## src/rtl/qed_imem_wr_sched.sv

```systemverilog
// Arbitrates the single I-mem write port between the host loader and a buffered
// QED instruction stream that fills a fixed, consecutive word region.
module qed_imem_wr_sched #(
  parameter logic [31:0] QED_BASE   = 32'h0000_0100,
  parameter int          QED_WORDS  = 64,
  parameter int          FIFO_DEPTH = 4
) (
  input  logic        clk_i,
  input  logic        rst_ni,
  input  logic        en_i,
  input  logic        qed_vld_i,
  input  logic [31:0] qed_instr_i,
  input  logic        ld_vld_i,
  input  logic [31:0] ld_addr_i,
  input  logic [31:0] ld_data_i,
  output logic        ld_rdy_o,
  output logic [31:0] mem_addr_o,
  output logic [31:0] mem_data_o,
  output logic        mem_w_en_o,
  output logic        done_o,
  output logic        ovf_o
);
  localparam int AW = $clog2(FIFO_DEPTH);
  localparam int CW = $clog2(QED_WORDS + 1);

  typedef enum logic [1:0] {S_IDLE = 2'd0, S_CAPTURE = 2'd1, S_DONE = 2'd2} state_e;

  state_e        state_q, state_d;
  logic [31:0]   wr_ptr_q, wr_ptr_d;
  logic [CW-1:0] cnt_q, cnt_d;
  logic [CW-1:0] acc_q, acc_d;
  logic          ovf_q, ovf_d;
  logic          prio_qed_q, prio_qed_d;
  logic [AW:0]   fwp_q, fwp_d, frp_q, frp_d;
  logic [31:0]   fifo_q [FIFO_DEPTH];
  logic          mem_w_en_q, mem_w_en_d;
  logic [31:0]   mem_addr_q, mem_addr_d, mem_data_q, mem_data_d;

  logic capt, fifo_empty, fifo_full, qed_cand;
  logic grant_qed, grant_ld, push_try, push, drop;

  // acc_q tracks count + FIFO occupancy: words accepted in this capture window
  assign capt       = (state_q == S_CAPTURE) && en_i;
  assign fifo_empty = (fwp_q == frp_q);
  assign fifo_full  = (fwp_q[AW] != frp_q[AW]) && (fwp_q[AW-1:0] == frp_q[AW-1:0]);
  assign qed_cand   = capt && !fifo_empty;
  assign grant_qed  = qed_cand && (!ld_vld_i || prio_qed_q);
  assign grant_ld   = ld_vld_i && !grant_qed;
  assign push_try   = capt && qed_vld_i && (acc_q < CW'(QED_WORDS));
  assign push       = push_try && (!fifo_full || grant_qed);
  assign drop       = push_try && fifo_full && !grant_qed;

  assign ld_rdy_o   = grant_ld;
  assign mem_w_en_o = mem_w_en_q;
  assign mem_addr_o = mem_addr_q;
  assign mem_data_o = mem_data_q;
  assign done_o     = (state_q == S_DONE);
  assign ovf_o      = ovf_q;

  always_comb begin
    state_d    = state_q;
    wr_ptr_d   = wr_ptr_q;
    cnt_d      = cnt_q;
    acc_d      = acc_q;
    ovf_d      = ovf_q;
    prio_qed_d = prio_qed_q;
    fwp_d      = fwp_q;
    frp_d      = frp_q;
    mem_w_en_d = grant_qed || grant_ld;
    mem_addr_d = mem_addr_q;
    mem_data_d = mem_data_q;

    if (push) begin
      fwp_d = fwp_q + (AW+1)'(1);
      acc_d = acc_q + CW'(1);
    end
    if (drop) ovf_d = 1'b1;
    if (qed_cand && ld_vld_i) prio_qed_d = !prio_qed_q;

    if (grant_qed) begin
      frp_d      = frp_q + (AW+1)'(1);
      wr_ptr_d   = wr_ptr_q + 32'd4;
      cnt_d      = cnt_q + CW'(1);
      mem_addr_d = wr_ptr_q;
      mem_data_d = fifo_q[frp_q[AW-1:0]];
    end else if (grant_ld) begin
      mem_addr_d = ld_addr_i;
      mem_data_d = ld_data_i;
    end

    case (state_q)
      S_IDLE: begin
        if (en_i) begin
          state_d  = S_CAPTURE;
          wr_ptr_d = QED_BASE;
          cnt_d    = '0;
          acc_d    = '0;
          ovf_d    = 1'b0;
          fwp_d    = '0;
          frp_d    = '0;
        end
      end
      S_CAPTURE: begin
        if (!en_i) begin
          state_d = S_IDLE;
          fwp_d   = '0;
          frp_d   = '0;
        end else if (grant_qed && (cnt_q == CW'(QED_WORDS - 1))) begin
          state_d = S_DONE;
        end
      end
      S_DONE: begin
        if (!en_i) state_d = S_IDLE;
      end
      default: state_d = S_IDLE;
    endcase
  end

  always_ff @(posedge clk_i) begin
    if (!rst_ni) begin
      state_q    <= S_IDLE;
      wr_ptr_q   <= QED_BASE;
      cnt_q      <= '0;
      acc_q      <= '0;
      ovf_q      <= 1'b0;
      prio_qed_q <= 1'b1;
      fwp_q      <= '0;
      frp_q      <= '0;
      mem_w_en_q <= 1'b0;
      mem_addr_q <= '0;
      mem_data_q <= '0;
    end else begin
      state_q    <= state_d;
      wr_ptr_q   <= wr_ptr_d;
      cnt_q      <= cnt_d;
      acc_q      <= acc_d;
      ovf_q      <= ovf_d;
      prio_qed_q <= prio_qed_d;
      fwp_q      <= fwp_d;
      frp_q      <= frp_d;
      mem_w_en_q <= mem_w_en_d;
      mem_addr_q <= mem_addr_d;
      mem_data_q <= mem_data_d;
    end
  end

  // Buffer storage carries no reset; occupancy is governed by the pointers
  always_ff @(posedge clk_i) begin
    if (push) fifo_q[fwp_q[AW-1:0]] <= qed_instr_i;
  end
endmodule

```

## config.mk

```make
export PLATFORM = sky130hd
export DESIGN_NAME = qed_imem_wr_sched
export DESIGN_NICKNAME = d
export VERILOG_FILES = /design/src/rtl/qed_imem_wr_sched.sv
export SDC_FILE = /design/constraint.sdc
export NUM_CORES = 1
export LEC_CHECK = 0
export ABC_AREA = 1
export CAP_MARGIN = 20
export CORE_ASPECT_RATIO = 0.6
export CORE_MARGIN = 5
export CORE_UTILIZATION = 25
export CTS_BUF_LIST = sky130_fd_sc_hd__clkbuf_4 sky130_fd_sc_hd__clkbuf_8
export DETAILED_ROUTE_END_ITERATION = 12
export PLACE_DENSITY = 0.39
export SYNTH_ARGS = -nofsm -noshare
export SYNTH_HDL_FRONTEND = slang
export SYNTH_SLANG_ARGS = --single-unit
```

## constraint.sdc

```tcl
create_clock -name clk_i -period 3.7 [get_ports clk_i]
set_input_delay 0.74 -clock clk_i [delete_from_list [all_inputs] [get_ports clk_i]]
set_output_delay 0.74 -clock clk_i [all_outputs]
set_load 0.05 [all_outputs]
```

==> Word-level counts from Yosys, hierarchy flattened <==
Memory sizes are Yosys's and may differ from the RTL's. A register that Yosys moved wholly into a read port is not among the register bits.
Index checks and enable logic that the tools add are counted.
{ "totals": {"reg_bits": 121, "ram_bits": 128, "input_bits": 101, "out_inout_bits": 68, "word_cells": 82, "n_memories": 1} }
{ "mem_list": {"columns": ["memory", "words", "word_bits", "rd", "rd_ports_with_merged_regs", "wr", "line", "text"], "rows": [
  ["fifo_q", 4, 32, 1, 1, 1, "35", "logic [31:0] fifo_q [FIFO_DEPTH];"]
]} }
{ "op_classes": {"n_addsub": 5, "order_cmp": 1, "n_eq_ne": 9, "n_mux": 32, "n_reduce_logical": 23} }
{ "ops": {"columns": ["cell", "n"], "rows": [
  ["$mux W32", 7],
  ["$mux W7", 6],
  ["$add A32 B3 Y32 const B", 1],
  ["$mux W3", 6],
  ["$add A7 B1 Y7 const B", 2],
  ["$logic_and A1 B1 Y1", 12],
  ["$pmux W3 S2", 2],
  ["$mux W2", 5],
  ["$eq A7 B6 Y1 const B", 1],
  ["$lt A7 B7 Y1 const B", 1],
  ["$add A3 B1 Y3 const B", 2],
  ["$pmux W2 S3", 1],
  ["$logic_not A1 Y1", 5],
  ["$mux W1", 5],
  ["$ne A2 B2 Y1 const B", 2],
  ["$eq A3 B3 Y1", 1],
  ["$logic_or A1 B1 Y1", 3],
  ["$ne A3 B2 Y1 const B", 1],
  ["$reduce_and A3 Y1", 1],
  ["$eq A2 B1 Y1 const B", 1],
  ["$eq A2 B2 Y1", 1],
  ["$eq A2 B2 Y1 const B", 1],
  ["$logic_not A2 Y1", 1],
  ["$reduce_bool A2 Y1", 1],
  ["$ne A1 B1 Y1", 1]
]} }

==> Longest topological paths before layout <==
Gate-level depths: netlist of the first run.
{ "depth": {"depth_word": 9, "depth_mapped": 12, "ltp_nobuf": 10} }

==> Worst setup path after synthesis of the first run <==
Ideal clock, no wire load.
{ "synth_timing": {"path_type": "in2reg", "start": "input en_i", "end": "memory fifo_q[0][0], enable pin", "setup_time_ns": 0.421, "t_arrival_ns": 2.777, "required_ns": 3.279, "setup_slack_ns": 0.501, "stages": 5, "n_path_buf": 1, "cell_sequence": "nand3_2 nor3_2 nand2_1 buf_6 nor2_1"} }
{ "synth_between": {"elab_chain_len": 7, "elab_cells_between_ends": 9, "cone_classes": "2 x mux; 7 x reduce/logical"} }
{ "synth_lines": {"columns": ["element", "line", "text"], "rows": [
  ["start: declaration", "10", "input logic en_i,"],
  ["$logic_and A1 B1 Y1 *", "43", "assign capt = (state_q == S_CAPTURE) && en_i;"],
  ["$logic_and A1 B1 Y1", "46", "assign qed_cand = capt && !fifo_empty;"],
  ["$logic_and A1 B1 Y1", "47", "assign grant_qed = qed_cand && (!ld_vld_i || prio_qed_q);"],
  ["$logic_or A1 B1 Y1", "50", "assign push = push_try && (!fifo_full || grant_qed);"],
  ["$logic_and A1 B1 Y1 *", "50", null],
  ["$mux W1 *", "149", "if (push) fifo_q[fwp_q[AW-1:0]] <= qed_instr_i;"],
  ["$mux W1 (implied by the code) *", "149", null],
  ["end: declaration", "35", null]
]} }
Every way passes the cells marked *; elsewhere a longest branch is shown, timed or not.

==> Final worst setup path of the first run <==
{ "layout_timing": {"start": "input ld_vld_i", "end": "output ld_rdy_o"} }
{ "layout_between": {"elab_chain_len": 5} }
{ "layout_lines": {"columns": ["element", "line", "text"], "rows": [
  ["start: declaration", "13", "input logic ld_vld_i,"],
  ["$logic_not A1 Y1", "47", null],
  ["$logic_or A1 B1 Y1", "47", null],
  ["$logic_and A1 B1 Y1", "47", null],
  ["$logic_not A1 Y1", "48", "assign grant_ld = ld_vld_i && !grant_qed;"],
  ["$logic_and A1 B1 Y1 *", "48", null],
  ["end: declaration", "16", "output logic ld_rdy_o,"]
]} }
Marked as above.

==> metrics.txt, run 1 <==
outcome=complete, no violations; startpoint types=primary input; Die Area=48500 um2; core area=43400 um2; area of the mapped netlist=11000 um2; Root Driver=clkbuf_8; Max Slew Vio Count=0; Critical Path RT=2.96 ns; number of diodes=0; Slowest cell on crit path=clkdlybuf4s50_1; post-route cell area=14200 um2; mean post-synth cell area=8.42 um2; Avg WL per Cell=16.8 um; Layout area overhead=29.2%; CP Capture Type=output pin; CTS tree=built; DRT iter0 DRCs=535; largest net degree at the start of global routing=68; CTS resizes=0; Fill cells=4527; Synth Flop Type=edfxtp_1; worst-margin pin slew=0.826 ns; first-pass GRT wire length=54600 um; vias in the first global route=8998; total global-route track usage=14.2%; Clk Latency, worst-skew pair=0.57 ns; Final Cycle Share=82.2%; row count=59; worst path cell trace=clkdlybuf4s50_1 -> inv_2 -> nor2_2 -> inv_1 -> nand3_4 -> nand2_1 -> inv_1 -> buf_4; via/cell ratio=4.37; crit-path max cell delay=0.69 ns; die height=173 um; setup violators final=0; power density over cell area=436 nW/um2; synth warn=0; Initial Utilization=25.4%; hold_buf cts=0; EDFF count, synth=128; H-tree levels=2; Yosys reg bits=247; NumNets Final=1589; total CTS buffers=43; Routed Antenna Nets=0; leak pwr=0.00545 uW; library cells used by synthesis=33; Ports=169; Post CTS Setup Buffer Count=0; multi-input logic area=3980 um2; # port buffers=168; clock sink count=247; initial antenna violation count=0; Reg area=6230 um2; final hold violations=0; Synth Net Count=1417; Post-Route WL=35200 um; Worst EP arrival=2.30 ns; fmax=0.329 GHz; Die Wd=281 um; Worst Path Max Fanout=12; MaxCap Viol Count=0; share of layout cells above drive strength 1=8.72%; Seq/Total Area, Yosys=56.6%; GRT Residual Overflow=0; Hold WC Path Type=register to register; critical path's most frequent cell=inv_1; Slew HR=45.0%; asr flop ratio synth=0%; Syn Inst Count=1308; clk slew on worst S/H paths=0.06 ns; total number of vias=9148; final cell count without fillers=2092; GPL Wtd Cong=0.830; Pre-antenna DRT Iters=5; Worst VDD drop=0.223 mV; Bufs on Longest Clock Path=3; RSZ-0062 raised after global routing=false; Fin Clk Skew=0.0239 ns; placed cell count=2014; DP Wirelength=23500 um; sum of negative setup slack=0 ns; # DRC=0; critical path class=primary input to output pin; min Tclk post-route=3.04 ns; Placement Cell Area=13300 um2
cells by family after synthesis:
kind of cell	after synthesis	share of synthesized area, %
xor gates and xnor gates	11	0.875
adders and majority gates	8	0.909
buffers and inverters	194	7.71
and+or+nand+nor	653	23.8
AOI/OAI and AO/OA	195	10.2
DFF	247	56.6
metal layers:
metal  track usage [%]  vias to the layer above  routed length [um]
met2              20.8                      172               14800
li1                  -                     4605                   -
met3              2.91                       45                1540
met4              2.92                        0                 548
met5                 0                        -                   0
met1              21.8                     4326               18300
registers in the layout, summed over array words and instances (netlist names):
signal      flops
fifo_q        128
mem_addr_o     32
mem_data_o     32
wr_ptr_q       30
acc_q           7
cnt_q           7
frp_q           3
fwp_q           3
state_q         2
mem_w_en_o      1
ovf_o           1
prio_qed_q      1
through the flow:
stage	utilization [%]	power (uW)	hold WS, ns	worst slack (ns)
floorplan	-	3320	0.440	0.501
global placement	30.7	3600	0.439	0.597
detailed placement	30.7	3600	0.441	0.580
CTS	32.8	6320	0.453	0.569
global route	32.8	6480	0.474	0.452
finish	32.8	6200	0.447	0.657
area by class of cell:
class / instances / share of cell area, %
clock buffers: 74 / 6.10
clock inverters: 4 / 0.185
inverters: 132 / 3.50
multi-input cells: 867 / 28.0
flip-flops and latches: 247 / 43.8
well taps: 579 / 5.09
repair buffers: 189 / 13.4
cells in the mapped netlist (5+ instances only):
library cell | instances | area, um2
nor2_2 | 5 | 31.3
o21ai_1 | 6 | 30.0
nor2_1 | 257 | 965
buf_2 | 25 | 125
o22ai_1 | 25 | 156
inv_2 | 5 | 18.8
dfxtp_1 | 119 | 2380
o211ai_2 | 7 | 87.6
inv_1 | 126 | 473
a21oi_1 | 30 | 150
buf_4 | 5 | 37.5
o21ai_0 | 105 | 526
clkbuf_1 | 20 | 75.1
o211ai_1 | 20 | 150
nand3_1 | 74 | 370
edfxtp_1 | 128 | 3840
xor2_1 | 11 | 96.3
buf_6 | 6 | 67.6
ha_1 | 8 | 100
nand2_1 | 301 | 1130
placed cells by master (no fill, tap or decap), types with 17 or more instances in the layout:
cell type / instances
o22ai_1: 25
clkdlybuf4s50_1: 167
o211ai_1: 20
inv_1: 126
nand3_1: 74
o21ai_0: 105
a21oi_1: 30
clkbuf_4: 24
nand2_1: 301
dfxtp_1: 118
buf_4: 17
clkbuf_8: 50
edfxtp_1: 128
nor2_1: 253
path summary, 6_finish.rpt:
kind / from / end / slack (ns) / depth (start not counted)
setup / recovery: ld_vld_i / ld_rdy_o / 0.66 / 8
hold / removal: mem_data_o[31] / mem_data_o[31] / 0.45 / 2
setup reg to reg: frp_q[1] / mem_addr_o[25] / 1.16 / 10
hold reg to reg: mem_data_o[31] / mem_data_o[31] / 0.45 / 2
power breakdown:
| part | leakage, uW | switching (uW) | internal (uW) | total (uW) |
|---|---|---|---|---|
| logic | 0.00285 | 351 | 225 | 576 |
| registers | 0.00213 | 30.4 | 2930 | 2960 |
| clock network | 0.000482 | 1190 | 1470 | 2660 |
| total | 0.00545 | 1570 | 4630 | 6200 |
worst max-delay path, delay by kind of cell:
kind                   cells  cell delay [ns]
buffers and inverters      5             1.12
and+or+nand+nor            3             0.44
No activity file was read; power rests on OpenSTA's default activity.
==> inputs of run 2 (changes only) <==
Clock period 3.7 ns to 3.1 ns, I/O delays scaled along.
==> run 2 against run 1 <==
Effect of this change:
- worst hold slack better by 0.0013 ns
- critical path depth shrank 5
- first-iteration DRC count rose by 2.4%
- register-to-register slack worse by 0.15 ns
- core utilization increased by 0.14 points
- critical endpoint is now done_o
- largest power group unchanged
==> metrics.txt, run 2 (synthesized netlist as in run 1, its figures left out) <==
CTS resizes=0 (unchanged); Max Slew Vio Count=0 (unchanged); initial antenna violation count=1 (was 0); commonest non-fill, non-tap cell in the layout=nand2_1 (unchanged); clock sink count=247 (unchanged); Worst EP arrival=2.04 ns (was 2.30 ns); # port buffers=168 (unchanged); clk slew on worst S/H paths=0.06 ns (about the same); commonest cells after routing, fill and taps aside=nand2_1 (301), nor2_1 (253), clkdlybuf4s50_1 (167) (unchanged); Initial Utilization=25.4% (unchanged); first-pass GRT wire length=54600 um (about the same); Met2 Wirelength=14600 um (was 14800 um); die height=173 um (unchanged); Comb pwr share=9.4% (was 9.3%); total CTS buffers=44 (was 43); RSZ-0062 raised after global routing=false (unchanged); number of diodes=0 (unchanged); Slowest cell on crit path=clkdlybuf4s50_1 (unchanged); H-tree levels=2 (unchanged); Placement Cell Area=13400 um2 (was 13300 um2); Root Driver=clkbuf_8 (unchanged); Hold WS=0.449 ns (was 0.447 ns); via/cell ratio=4.32 (was 4.37); cell-internal power=5520 uW (was 4630 uW); Stages on worst setup path=3 (was 8); max FFs per register=128 (unchanged); core area=43400 um2 (unchanged); fmax=0.376 GHz; DP Wirelength=24400 um (was 23500 um); CTS tree=built (unchanged); Pre-antenna DRT Iters=5 (unchanged); total number of vias=9091 (was 9148); Die Area=48500 um2 (unchanged); Clk Latency, worst-skew pair=0.57 ns (about the same); DRT met1 WL=19200 um (was 18300 um); Ports=169 (unchanged); min Tclk post-route=2.66 ns; DR top layer=met4 (unchanged); row count=59 (unchanged); Bufs on Longest Clock Path=3 (unchanged); Layout area overhead=29.7% (was 29.2%); Post-Route WL=35700 um (was 35200 um); leak pwr=0.00549 uW (was 0.00545 uW); P_sw=1850 uW (was 1570 uW); hold depth=2 (unchanged); worst path cell trace=inv_1 -> nor2_1 -> clkdlybuf4s50_1 (was clkdlybuf4s50_1 -> inv_2 -> nor2_2 -> inv_1 -> nand3_4 -> nand2_1 -> inv_1 -> buf_4); Core Util, Final=32.9% (was 32.8%); worst-margin pin slew=0.760 ns (was 0.826 ns); Final Cycle Share=85.8%; Clock power frac=42.6% (was 42.9%); MaxCap Viol Count=0 (unchanged); Fill cells=4606 (was 4527); Routed Antenna Nets=0 (unchanged); NumNets Final=1598 (was 1589); Worst Path Max Fanout=3 (was 12); Flop pwr share=47.9% (was 47.8%); total power=7370 uW (was 6200 uW); Die Wd=281 um (unchanged); outcome=complete, no violations (unchanged); cells on worst reg2reg path=12 (was 10); Avg WL per Cell=17.0 um (was 16.8 um); # DRC=0 (unchanged); largest net degree at the start of global routing=64 (was 68); share of layout cells above drive strength 1=9.06% (was 8.72%); Hold WC Path Type=register to register (unchanged); Switching Fraction=25.1% (was 25.3%); hold_buf cts=0 (unchanged); worst hold start=mem_data_o[8] (was mem_data_o[31]); GPL Wtd Cong=0.814 (was 0.830); reg2reg end=acc_q[0] (was mem_addr_o[25]); crit-path max cell delay=0.88 ns (was 0.69 ns); GRT Residual Overflow=0 (unchanged); WL met3=1440 um (was 1540 um); startpoint types=register (was primary input); Slew HR=49.3% (was 45.0%); Top delay family on crit path=buffers and inverters (unchanged); Hold EP=mem_data_o[8] (was mem_data_o[31]); Post CTS Setup Buffer Count=0 (unchanged); total global-route track usage=14.4% (was 14.2%); Worst VDD drop=0.394 mV (was 0.223 mV); critical path class=register to output pin (was primary input to output pin); power density over cell area=516 nW/um2 (was 436 nW/um2); DRT iter0 DRCs=548 (was 535); Fin Clk Skew=0.0270 ns (was 0.0239 ns); post-route cell area=14300 um2 (was 14200 um2); vias in the first global route=8764 (was 8998); CP Capture Type=output pin (unchanged); multi-input logic area=3980 um2 (unchanged); final hold violations=0 (unchanged); sum of negative setup slack=0 ns (unchanged); Reg area=6230 um2 (unchanged); setup violators final=0 (unchanged); worst reg2reg startpoint=frp_q[1] (unchanged); reg2reg setup slack=1.01 ns (was 1.16 ns); CP Buf/Inv Count=2 (was 5); Critical Path RT=2.48 ns (was 2.96 ns)
## run 2: cell types whose count changed in the layout (fill, tap and decap cells not counted)
cell / change
clkbuf_4: +2
clkinv_1: +4
inv_8: +1
clkinv_2: -2
buf_4: +8
clkbuf_8: -5
clkinvlp_4: +1
bufinv_16: +1
## run 2: power by group through the flow
stage | registers (uW) | logic (uW) | clock network (uW)
after global placement | 3610 | 703 | 0
final | 3540 | 695 | 3140
after global routing | 3540 | 748 | 3460
after floorplan | 3780 | 191 | 0
after CTS | 3540 | 705 | 3290
after detailed placement | 3610 | 702 | 0
## run 2: worst max-delay path by stage
stage,from,endpoint,slack [ns]
global route,state_q[1],done_o,0.32
detailed placement,en_i,fifo_q[0][8],0.36
finish,state_q[1],done_o,0.44
floorplan,en_i,fifo_q[0][0],0.02
global placement,en_i,fifo_q[0][9],0.38
CTS,state_q[1],done_o,0.34
## run 2: through the flow
| stage | worst slack (ns) | instances |
|---|---|---|
| 5_1_grt | 0.320 | 2102 |
| 3_3_place_gp | 0.384 | 2022 |
| 3_5_place_dp | 0.361 | 2022 |
| 6_report | 0.440 | 2102 |
| 2_1_floorplan | 0.0211 | 1308 |
| 4_1_cts | 0.335 | 2102 |
## run 2: routing by layer
layer	up-vias	global-route usage, %
li1	4627	-
met1	4279	22.8
met2	147	20.3
met3	38	2.72
met4	0	2.67
met5	-	0
## run 2: layout make-up
class                           instances  area share, %
Timing Repair Buffer                  197           13.7
Multi-Input combinational cell        867           27.9
Sequential cell                       247           43.6
Clock inverter                          9          0.561
Clock buffer                           71           5.70
Inverter                              132           3.49
Tap cell                              579           5.07
## run 2: tightest hold or removal path: cells and delay by family, from the launching register on
family,cells,cell delay (ns)
flops,1,0.31
simple gates,2,0.10
==> inputs of run 3 (changes only) <==
Settings changed: CORE_ASPECT_RATIO 0.6 to 1.25.
==> run 3 against run 2 <==
Effect of this change:
- clock skew shrank 0.0027 ns
- die area shrank 0.23%
- worst setup slack lost 0.013 ns
- design area grew 0.66%
- clock power grew 3%
- global-route usage shrank 0.90 points
- largest cell class unchanged
- critical endpoint unchanged
- worst hold slack gained 0.0050 ns
- sequential cell count is the same
- cell count is essentially flat
- core utilization shrank 0.077 points
- via count shrank 1.7%
- fmax shrank 0.50%
==> metrics.txt, run 3 (synthesized netlist as in run 1, its figures left out) <==
outcome=complete, no violations (unchanged); core area=43800 um2 (was 43400 um2); critical path class=register to output pin (unchanged); max FFs per register=128 (unchanged); Placement Cell Area=13400 um2 (about the same); post-route cell area=14400 um2 (was 14300 um2); Post-Route WL=33100 um (was 35700 um); Slew HR=55.1% (was 49.3%); H-tree levels=2 (unchanged); CP Capture Type=output pin (unchanged); die height=245 um (was 173 um); commonest cells after routing, fill and taps aside=nand2_1 (301), nor2_1 (253), clkdlybuf4s50_1 (167) (unchanged); sum of negative setup slack=0 ns (unchanged); first-pass GRT wire length=51400 um (was 54600 um); Pre-antenna DRT Iters=5 (unchanged); GRT Residual Overflow=0 (unchanged); setup violators final=0 (unchanged); Critical Path RT=2.48 ns (about the same); hold_buf cts=0 (unchanged); min Tclk post-route=2.67 ns (was 2.66 ns); total global-route track usage=13.5% (was 14.4%); Die Wd=198 um (was 281 um); Post CTS Setup Buffer Count=0 (unchanged); Initial Utilization=25.1% (was 25.4%); Final Cycle Share=86.2% (was 85.8%); final hold violations=0 (unchanged); largest net degree at the start of global routing=92 (was 64); DP Wirelength=22200 um (was 24400 um); DRT iter0 DRCs=319 (was 548); Avg WL per Cell=15.8 um (was 17.0 um); Worst Path Max Fanout=3 (unchanged); clock sink count=247 (unchanged); Worst VDD drop=0.254 mV (was 0.394 mV); GPL Wtd Cong=0.814 (about the same); NumNets Final=1599 (was 1598); # DRC=0 (unchanged); row count=86 (was 59); Clk Latency, worst-skew pair=0.58 ns (was 0.57 ns); share of layout cells above drive strength 1=9.23% (was 9.06%); Layout area overhead=30.6% (was 29.7%); CTS tree=built (unchanged); Worst EP arrival=2.05 ns (was 2.04 ns); RSZ-0062 raised after global routing=false (unchanged); Routed Antenna Nets=0 (unchanged); clk slew on worst S/H paths=0.06 ns (about the same); power density over cell area=519 nW/um2 (was 516 nW/um2); commonest non-fill, non-tap cell in the layout=nand2_1 (unchanged); initial antenna violation count=2 (was 1); # port buffers=168 (unchanged); vias in the first global route=8881 (was 8764); total CTS buffers=45 (was 44); Hold WC Path Type=register to register (unchanged); worst-margin pin slew=0.673 ns (was 0.760 ns); MaxCap Viol Count=0 (unchanged); Max Slew Vio Count=0 (unchanged); startpoint types=register (unchanged); Root Driver=clkbuf_8 (unchanged); leak pwr=0.00553 uW (was 0.00549 uW); Fin Clk Skew=0.0244 ns (was 0.0270 ns); CTS resizes=0 (unchanged); Die Area=48400 um2 (was 48500 um2); fmax=0.374 GHz (was 0.376 GHz); via/cell ratio=4.25 (was 4.32); total number of vias=8939 (was 9091); Ports=169 (unchanged); Bufs on Longest Clock Path=3 (unchanged)
## run 3: layout make-up
class                   count  area (um2)
inverters                 132         498
flip-flops and latches    247        6230
clock buffers              66         852
repair buffers            197        1980
diodes                      2        5.00
clock inverters            18         115
multi-input cells         867        3980
fillers                  4680       29400
well taps                 572         716
## run 3: final timing paths
check | startpoint | endpoint | slack (ns) | depth (start not counted)
hold / removal | mem_data_o[16] | mem_data_o[16] | 0.45 | 2
hold reg to reg | mem_data_o[16] | mem_data_o[16] | 0.45 | 2
setup reg to reg | frp_q[0] | fifo_q[2][30] | 1.04 | 7
setup / recovery | state_q[1] | done_o | 0.43 | 3
## run 3: stage by stage
| stage | total power (uW) | util, % | hold WS, ns | worst slack (ns) | cells |
|---|---|---|---|---|---|
| after floorplan | 3970 | - | 0.440 | 0.0211 | 1308 |
| after global placement | 4310 | 30.6 | 0.440 | 0.349 | 2015 |
| after detailed placement | 4310 | 30.6 | 0.440 | 0.321 | 2015 |
| after CTS | 7620 | 32.8 | 0.457 | 0.338 | 2099 |
| after global routing | 7830 | 32.8 | 0.467 | 0.243 | 2099 |
| final | 7460 | 32.8 | 0.454 | 0.427 | 2101 |
## run 3: power breakdown
part	internal [uW]	total [uW]	switching, uW
sequential	3500	3530	35.0
combinational	274	687	413
clock	1790	3230	1450
## run 3: worst max-delay path: stages (launching register included)
cell and delay (ns):
dfxtp_1 0.36, inv_1 0.07, nor2_1 0.21, clkdlybuf4s50_1 0.85
## run 3: layer usage
| layer | share of wire [%] | GRT usage (%) | vias to the layer above | wire [um] |
|---|---|---|---|---|
| li1 | - | - | 4637 | - |
| met1 | 43 | 16.5 | 4070 | 14300 |
| met2 | 49 | 23.3 | 176 | 16100 |
| met3 | 5.5 | 3.40 | 54 | 1830 |
| met4 | 2.6 | 4.11 | 2 | 861 |
| met5 | 0.039 | 0 | - | 13 |
